## config.mk

```make
export PLATFORM = sky130hd
export DESIGN_NAME = debug_stepper
export DESIGN_NICKNAME = d
export VERILOG_FILES = /design/src/rtl/debug_stepper.sv
export SDC_FILE = /design/constraint.sdc
export NUM_CORES = 1
export LEC_CHECK = 0
export ABC_CLOCK_PERIOD_IN_PS = 2900
export BUFFER_PORTS_ARGS = -buffer_cell sky130_fd_sc_hd__buf_2
export CAP_MARGIN = 25
export CORE_MARGIN = 2
export CORE_UTILIZATION = 46
export CTS_BUF_LIST = sky130_fd_sc_hd__clkbuf_8
export DETAILED_ROUTE_END_ITERATION = 6
export PLACE_DENSITY = 0.83
export SYNTH_ARGS = -nofsm -noshare
export SYNTH_HDL_FRONTEND = slang
export SYNTH_SLANG_ARGS = --single-unit
```

## constraint.sdc

```tcl
create_clock -name clk -period 2.9 [get_ports clk]
set_input_delay 0.29 -clock clk [delete_from_list [all_inputs] [get_ports clk]]
set_output_delay 0.29 -clock clk [all_outputs]
set_load 0.1 [all_outputs]
```

## src/rtl/debug_stepper.sv

```systemverilog
// -----------------------------------------------------------------------------
// debug_stepper
//   Execution controller that gates the firmware under test through a
//   registered clock-enable. Supports free-run, halt, N-cycle single-step
//   and (optionally) a masked breakpoint on a 32-bit probe. Publishes a
//   32-bit status word for one lane of the debug capture wireout bus.
//
// Optional feature macro: DEBUG_STEPPER_BREAKPOINT_EN
//   defined   -> masked breakpoint compare is built and can halt the core
//   undefined -> bp_* ports are ignored, no halt with reason 3 is produced
//
// Ports:
//   clk          system clock (the debugged logic runs on it too)
//   reset        asynchronous, active-high reset
//   cmd_run      pulse: free-run
//   cmd_halt     pulse: stop
//   cmd_step     pulse: run step_count enabled cycles, then halt
//   cmd_clear    pulse: zero the enabled-cycle counter
//   step_count   cycles per step (0 is treated as 1), sampled with cmd_step
//   probe        observed value from the debugged logic
//   bp_value     breakpoint compare value
//   bp_mask      breakpoint bit mask, 1 = bit compared
//   bp_enable    breakpoint armed
//   core_ce      registered clock-enable to the debugged logic
//   halted       registered, high while HALTED
//   status_word  {state[1:0], halt_reason[1:0], zero-extended cycle_count}
// -----------------------------------------------------------------------------
module debug_stepper #(
  parameter int CNT_WIDTH  = 28,
  parameter int STEP_WIDTH = 16
) (
  input  logic                  clk,
  input  logic                  reset,
  input  logic                  cmd_run,
  input  logic                  cmd_halt,
  input  logic                  cmd_step,
  input  logic                  cmd_clear,
  input  logic [STEP_WIDTH-1:0] step_count,
  input  logic [31:0]           probe,
  input  logic [31:0]           bp_value,
  input  logic [31:0]           bp_mask,
  input  logic                  bp_enable,
  output logic                  core_ce,
  output logic                  halted,
  output logic [31:0]           status_word
);

  typedef enum logic [1:0] {
    S_HALTED  = 2'd0,
    S_RUN     = 2'd1,
    S_STEP    = 2'd2,
    S_ILLEGAL = 2'd3
  } state_t;

  typedef enum logic [1:0] {
    R_RESET     = 2'd0,
    R_HALT      = 2'd1,
    R_STEP_DONE = 2'd2,
    R_BREAK     = 2'd3
  } reason_t;

  state_t                state, next_state;
  reason_t               halt_reason, next_reason;
  logic [STEP_WIDTH-1:0] stepctr, next_stepctr;
  logic [STEP_WIDTH-1:0] step_load;
  logic [CNT_WIDTH-1:0]  cycle_count;
  logic [27:0]           cnt_ext;
  logic                  hit;

  // Breakpoint only counts on enabled cycles, so resuming on a probe that
  // still matches runs exactly one cycle before halting again.
`ifdef DEBUG_STEPPER_BREAKPOINT_EN
  assign hit = bp_enable & core_ce & (((probe ^ bp_value) & bp_mask) == 32'h0);
`else
  logic unused_bp;
  assign unused_bp = ^{probe, bp_value, bp_mask, bp_enable};
  assign hit       = 1'b0;
`endif

  // A zero step request still runs one cycle.
  assign step_load = (step_count == '0) ? STEP_WIDTH'(1) : step_count;

  // Priority inside each state: cmd_halt > breakpoint > step-done > cmd_step > cmd_run.
  always_comb begin
    // NOTE: every variable gets a default before the case so no path leaves
    // it unassigned; otherwise synthesis infers a latch.
    next_state   = state;
    next_reason  = halt_reason;
    next_stepctr = stepctr;

    unique case (state)
      S_HALTED: begin
        if (cmd_halt) begin
          next_state = S_HALTED;          // no-op, reason held
        end else if (cmd_step) begin
          next_state   = S_STEP;
          next_stepctr = step_load;
        end else if (cmd_run) begin
          next_state = S_RUN;
        end
      end

      S_RUN: begin
        if (cmd_halt) begin
          next_state  = S_HALTED;
          next_reason = R_HALT;
        end else if (hit) begin
          next_state  = S_HALTED;
          next_reason = R_BREAK;
        end else if (cmd_step) begin
          next_state   = S_STEP;
          next_stepctr = step_load;
        end
      end

      S_STEP: begin
        // core_ce is always high in STEP, so the counter ticks every cycle.
        next_stepctr = stepctr - STEP_WIDTH'(1);
        if (cmd_halt) begin
          next_state  = S_HALTED;
          next_reason = R_HALT;
        end else if (hit) begin
          next_state  = S_HALTED;
          next_reason = R_BREAK;
        end else if (stepctr == STEP_WIDTH'(1)) begin
          next_state  = S_HALTED;
          next_reason = R_STEP_DONE;
        end else if (cmd_step) begin
          next_stepctr = step_load;
        end else if (cmd_run) begin
          next_state = S_RUN;
        end
      end

      default: begin
        next_state = S_HALTED;            // recover from the unused encoding
      end
    endcase
  end

  // NOTE: sequential state uses non-blocking assignments so every register
  // samples the pre-edge values, independent of statement order.
  always_ff @(posedge clk or posedge reset) begin
    if (reset) begin
      state       <= S_HALTED;
      halt_reason <= R_RESET;
      stepctr     <= '0;
      core_ce     <= 1'b0;
      halted      <= 1'b1;
    end else begin
      state       <= next_state;
      halt_reason <= next_reason;
      stepctr     <= next_stepctr;
      // Registered from next_state so both flags track state exactly.
      core_ce     <= (next_state == S_RUN) || (next_state == S_STEP);
      halted      <= (next_state == S_HALTED);
    end
  end

  // Clear wins over increment; the count survives halts and wraps freely.
  always_ff @(posedge clk or posedge reset) begin
    if (reset) begin
      cycle_count <= '0;
    end else if (cmd_clear) begin
      cycle_count <= '0;
    end else if (core_ce) begin
      cycle_count <= cycle_count + CNT_WIDTH'(1);
    end
  end

  always_comb begin
    cnt_ext                 = '0;
    cnt_ext[CNT_WIDTH-1:0]  = cycle_count;
  end

  assign status_word = {state, halt_reason, cnt_ext};

endmodule

```

# [After elaboration in Yosys (flattened, before gate mapping)]
# Cells that the tools add are included.
[classes] addsub=2 muxes=22 eq_ne=9 n_reduce_logical=10
[op_table] op="$mux W16" count=6
[op_table] op="$mux W28" count=2
[op_table] op="$pmux W16 S2" count=1
[op_table] op="$add A28 B1 Y28 const B" count=1
[op_table] op="$mux W2" count=11
[op_table] op="$eq A16 B1 Y1 const B" count=1
[op_table] op="$logic_not A16 Y1" count=1
[op_table] op="$sub A16 B1 Y16 const B" count=1
[op_table] op="$pmux W2 S3" count=1
[op_table] op="$reduce_and A3 Y1" count=2
[op_table] op="$reduce_bool A2 Y1" count=3
[op_table] op="$eq A2 B1 Y1 const B" count=2
[op_table] op="$eq A2 B2 Y1 const B" count=2
[op_table] op="$logic_not A2 Y1" count=2
[op_table] op="$ne A2 B2 Y1 const B" count=2
[op_table] op="$pmux W2 S2" count=1
[op_table] op="$ne A3 B3 Y1 const B" count=1
[op_table] op="$ne A2 B1 Y1 const B" count=1
[op_table] op="$reduce_or A2 Y1" count=1
[op_table] op="$logic_or A1 B1 Y1" count=1
[totals] ff_bits=50 input_bits=119 output_inout_bits=34

# [Depth between registers and ports, before layout]
[depth] depth_word=7 mapped_depth=8

# [Worst setup path after synthesis]
# No wires, ideal clock.
[synth_path] path_type="register to register" from="reg stepctr[0]" to="reg stepctr[14]" n_path_buf=0 stages_incl_launch_ff=8 slack_ns=0.338 arrival_time_ns=2.436 path_cell_list="dfrtp_1 > inv_1 > ha_1 > or4b_4 > or3_4 > or4b_4 > a21o_1 > a221o_1"
[synth_between] elab_chain_cells=5 elab_cells_between_ends=6 classes_between="add/sub (1); eq/ne (1); mux (4)"
[synth_lines] item="start: declaration" line="64" text="logic [STEP_WIDTH-1:0] stepctr, next_stepctr;"
[synth_lines] item="start signal: assignment" line="153" text="stepctr <= next_stepctr;"
[synth_lines] item="$sub A16 B1 Y16" line="118" text="next_stepctr = stepctr - STEP_WIDTH'(1);"
[synth_lines] item="$mux W16" line="128" text="end else if (cmd_step) begin"
[synth_lines] item="$mux W16" line="125" text="end else if (stepctr == STEP_WIDTH'(1)) begin"
[synth_lines] item="$mux W16 (*)" line="119" text="if (cmd_halt) begin"
[synth_lines] item="$pmux W16 S2 (*)" line="91" text="unique case (state)"
# Every way passes the cells marked *; elsewhere a longest branch is shown, timed or not.
# A chain may end at the register's enable or synchronous reset.

# [Worst setup path after layout]
# Same ends and word-level chain as after synthesis.

==> results.md <==
| Parameter | Reported | Unit |
|:---|:---|:---|
| Outcome | completed | - |
| Core ar. | 5850 | um^2 |
| Filler instances | 501 | - |
| Type of element capturing the critical path | register | - |
| Biggest area contributors in the synthesized netlist | dfrtp_1, nor2_1, xor2_1, xnor2_1, o21ai_0 | - |
| Starting density of the core | 0.471 | - |
| Total setup buffers inserted after CTS | 0 | - |
| Chip height | 81.4 | um |
| Leading area contributor after synthesis | dfrtp_1 | - |
| Multi-input combinational cell area | 1400 | um^2 |
| TritonCTS clock tree | done | - |
| Worst setup path start | stepctr[0] | - |
| Kind of launch point of the worst setup path | register | - |
| Final setup slack of the worst path | 0.163 | ns |
| Critical Path Most Common Cell | or4b_4 | - |
| Antenna-violating nets left | 0 | - |
| Final clock skew | 0.00966 | ns |
| Signed area change from the synthesized netlist to the final layout | 17.4 | % |
| Net count after synthesis | 422 | - |
| Clock Sink Count | 50 | - |
| Critical setup path kind | reg -> reg | - |
| DRC errors left | 0 | - |
| Met2 usage | 0.341 | - |
| Sequential element share of the synthesized area | 0.455 | - |
| Number of buffers created by CTS | 5 | - |
| Diode insertion count for antenna repair | 0 | - |
| GR Util met3 | 0.0456 | - |
| Clock latency on the worst-skew pair | 0.30 | ns |
| Unique masters post-synth | 52 | - |
| List of cells traversed by the critical path | inv_1 > ha_1 > or4b_4 > or3_4 > or4b_4 > a21o_1 > a221o_1 | - |
| Number of flops mapped to enable cells by yosys | 0 | - |
| Total overflow reported by the global router | 0 | - |
| Slew Limit Headroom | 0.484 | - |
| Leakage component of the power | 1.47 | nW |
| Data required time at the worst endpoint | 3.09 | ns |
| Most common flop cell mapped by yosys | dfrtp_1 | - |
| Crit path DAT | 2.93 | ns |
| Storage cell area | 1250 | um^2 |
| Number of antenna violations at the first check in global routing | 0 | - |
| Input/output buffers | 55 | - |
| Final cell count without fillers | 434 | - |
| Half-perimeter wire length after detailed placement | 4.76 | mm |
| Number of placed instances with taps included | 427 | - |
| Final max-slew violation count | 0 | - |
| Top Usage Layer GRT | met2 | - |
| Starting DRT DRC Count | 143 | - |
| Number of hold buffers added after CTS | 0 | - |
| Total power of the final layout | 1.51 | mW |
| Post-Route Hold Slack | 0.0105 | ns |
| Clk Tree Root Cell | clkbuf_8 | - |
| Post-Synthesis Cells | 299 | - |
| Number of H-tree branching levels | 2 | - |
| Synthesized flop and latch total | 50 | - |
| Final nets | 482 | - |
| Worst-margin pin slew | 0.766 | ns |
| Clock transition time at the flip-flop clock pins of the worst setup and hold paths | 0.09 | ns |
| Wire length of the first global-routing pass | 10.6 | mm |
| I/O pin count | 153 | - |
| Power Dens Cells | 466 | nW/um^2 |
| CTS max path bufs | 2 | - |
| Average vias per placed instance | 5.80 | - |
| Max_cap viols | 0 | - |
| Synth warnings | 0 | - |
| Critical Path Fanout Max | 6 | - |
| Category of cells accounting for the largest share of critical-path delay | simple AND/OR/NAND/NOR gates | - |
| FFs w/ async S/R, synth | 1.00 | - |
| Maximum number of pins on one net before global-route repair | 30 | - |
| Post-synth top area share | 0.445 | - |
| Worst path slowest cell | or4b_4 | - |
| Final Hold Viols | 0 | - |
| Vias in the first global route | 2367 | - |
| GRT met1 Usage | 0.264 | - |
| Setup Viol. Count Final | 0 | - |
| Fin Setup TNS | 0 | ns |
| Placement-stage worst setup slack | 0.178 | ns |
| Placement row count | 28 | - |
| Min cycle time layout | 2.74 | ns |
| Worst reg2reg path startpoint | stepctr[0] | - |
| Routed wire length | 6.51 | mm |
| Peak VDD IR | 0.250 | mV |
| Fraction of layout instances using a drive strength above 1 | 0.237 | - |
| Netlist area before placement | 2750 | um^2 |
| Vias after detailed routing | 2519 | - |
| DR pass1 iterations | 4 | - |
| Number of buffer and inverter stages on the critical path | 1 | - |
| Part of the cycle the worst path needs | 0.944 | - |
| Overall Global Routing Usage | 0.206 | - |
| Setup repair after global routing missed its margin | false | - |
| Crit-path max cell delay | 0.53 | ns |
| Overall die width | 81.4 | um |
| Hold Path Class | in -> async | - |
| Average cell area after synthesis | 9.21 | um^2 |
| Post-DR wirelength/cell | 15.0 | um |
| Achievable Freq | 365 | MHz |
| Gpl congestion | 0.948 | - |
| PostCTS Resize Cnt | 0 | - |
| Die Area | 6620 | um^2 |
==> report_power, final <==
part | internal [mW] | switching [mW] | total [mW]
logic | 0.104 | 0.184 | 0.288
clock network | 0.165 | 0.235 | 0.400
registers | 0.748 | 0.0705 | 0.818
total | 1.02 | 0.489 | 1.51
==> routing by layer <==
| layer | up-vias | routed length, um |
|---|---|---|
| li1 | 1207 | - |
| met5 | - | 0 |
| met1 | 1207 | 2890 |
| met2 | 92 | 3010 |
| met3 | 13 | 477 |
| met4 | 0 | 121 |
==> synthesized netlist by cell type (4+ instances only) <==
cell and instances:
inv_1 14, nor3_1 9, nand2_1 22, xor2_1 15, and3_1 4, a21oi_1 7, or3_1 4, nor4_1 10
nand3_1 13, clkbuf_1 9, nor2_1 41, and4_1 5, dfrtp_1 49, ha_1 4, nand4_1 11, o21ai_0 17
xnor2_1 10
==> worst register-to-register path, stage by stage (launching register included) <==
cell and delay, ns:
dfrtp_1 0.44, inv_1 0.10, ha_1 0.19, or4b_4 0.51
or3_4 0.37, or4b_4 0.53, a21o_1 0.19, a221o_1 0.29
==> metrics by stage <==
step | util | cell area (um^2)
finish | 0.553 | 3230
global placement | 0.535 | 3130
floorplan | - | 2750
detailed placement | 0.538 | 3150
global route | 0.553 | 3230
CTS | 0.553 | 3230
==> sequential cells by signal, summed over array words and instances (netlist names) <==
signal       cells
halted           1
state            2
cnt_ext         28
halt_reason      2
stepctr         16
core_ce          1
==> logic make-up after synthesis <==
family / share of synthesized area
compound gates: 0.131
xor+xnor: 0.0795
fa+ha+maj: 0.0182
buf+inv: 0.0354
flops: 0.455
mux: 0.00727
simple gates: 0.274
==> cell type report <==
| class | instances | share of cell area |
|---|---|---|
| multi-input combinational | 225 | 0.434 |
| sequential | 50 | 0.387 |
| clock buffer | 5 | 0.0213 |
| timing repair buffer | 63 | 0.108 |
| tap | 75 | 0.0290 |
| clock inverter | 2 | 0.00464 |
| inverter | 14 | 0.0162 |
==> layout by cell type (no fill, tap or decap), types with 3 or more instances in the layout <==
cell type / n
buf_2: 55
dfrtp_1: 49
nor2_1: 41
nand2_1: 22
o21ai_0: 17
xor2_1: 15
nand3_1: 13
inv_1: 13
nand4_1: 11
xnor2_1: 10
nor4_1: 10
nor3_1: 9
a21oi_1: 7
buf_4: 7
and4_1: 5
clkbuf_8: 5
or3_1: 4
and3_1: 4
ha_1: 4
a21o_1: 3
nand2b_1: 3
a22oi_1: 3
or4_2: 3
==> path summary, 6_finish.rpt <==
path	end	slack, ns	depth (start not counted)
max in group asynchronous	cnt_ext[1]	2.35	3
min in group clk	stepctr[1]	0.21	3
setup reg to reg	stepctr[14]	0.16	7
hold reg to reg	halt_reason[1]	0.53	2
setup / recovery	stepctr[14]	0.16	7
hold / removal	stepctr[5]	0.01	2
(Power assumes the default switching activity.)
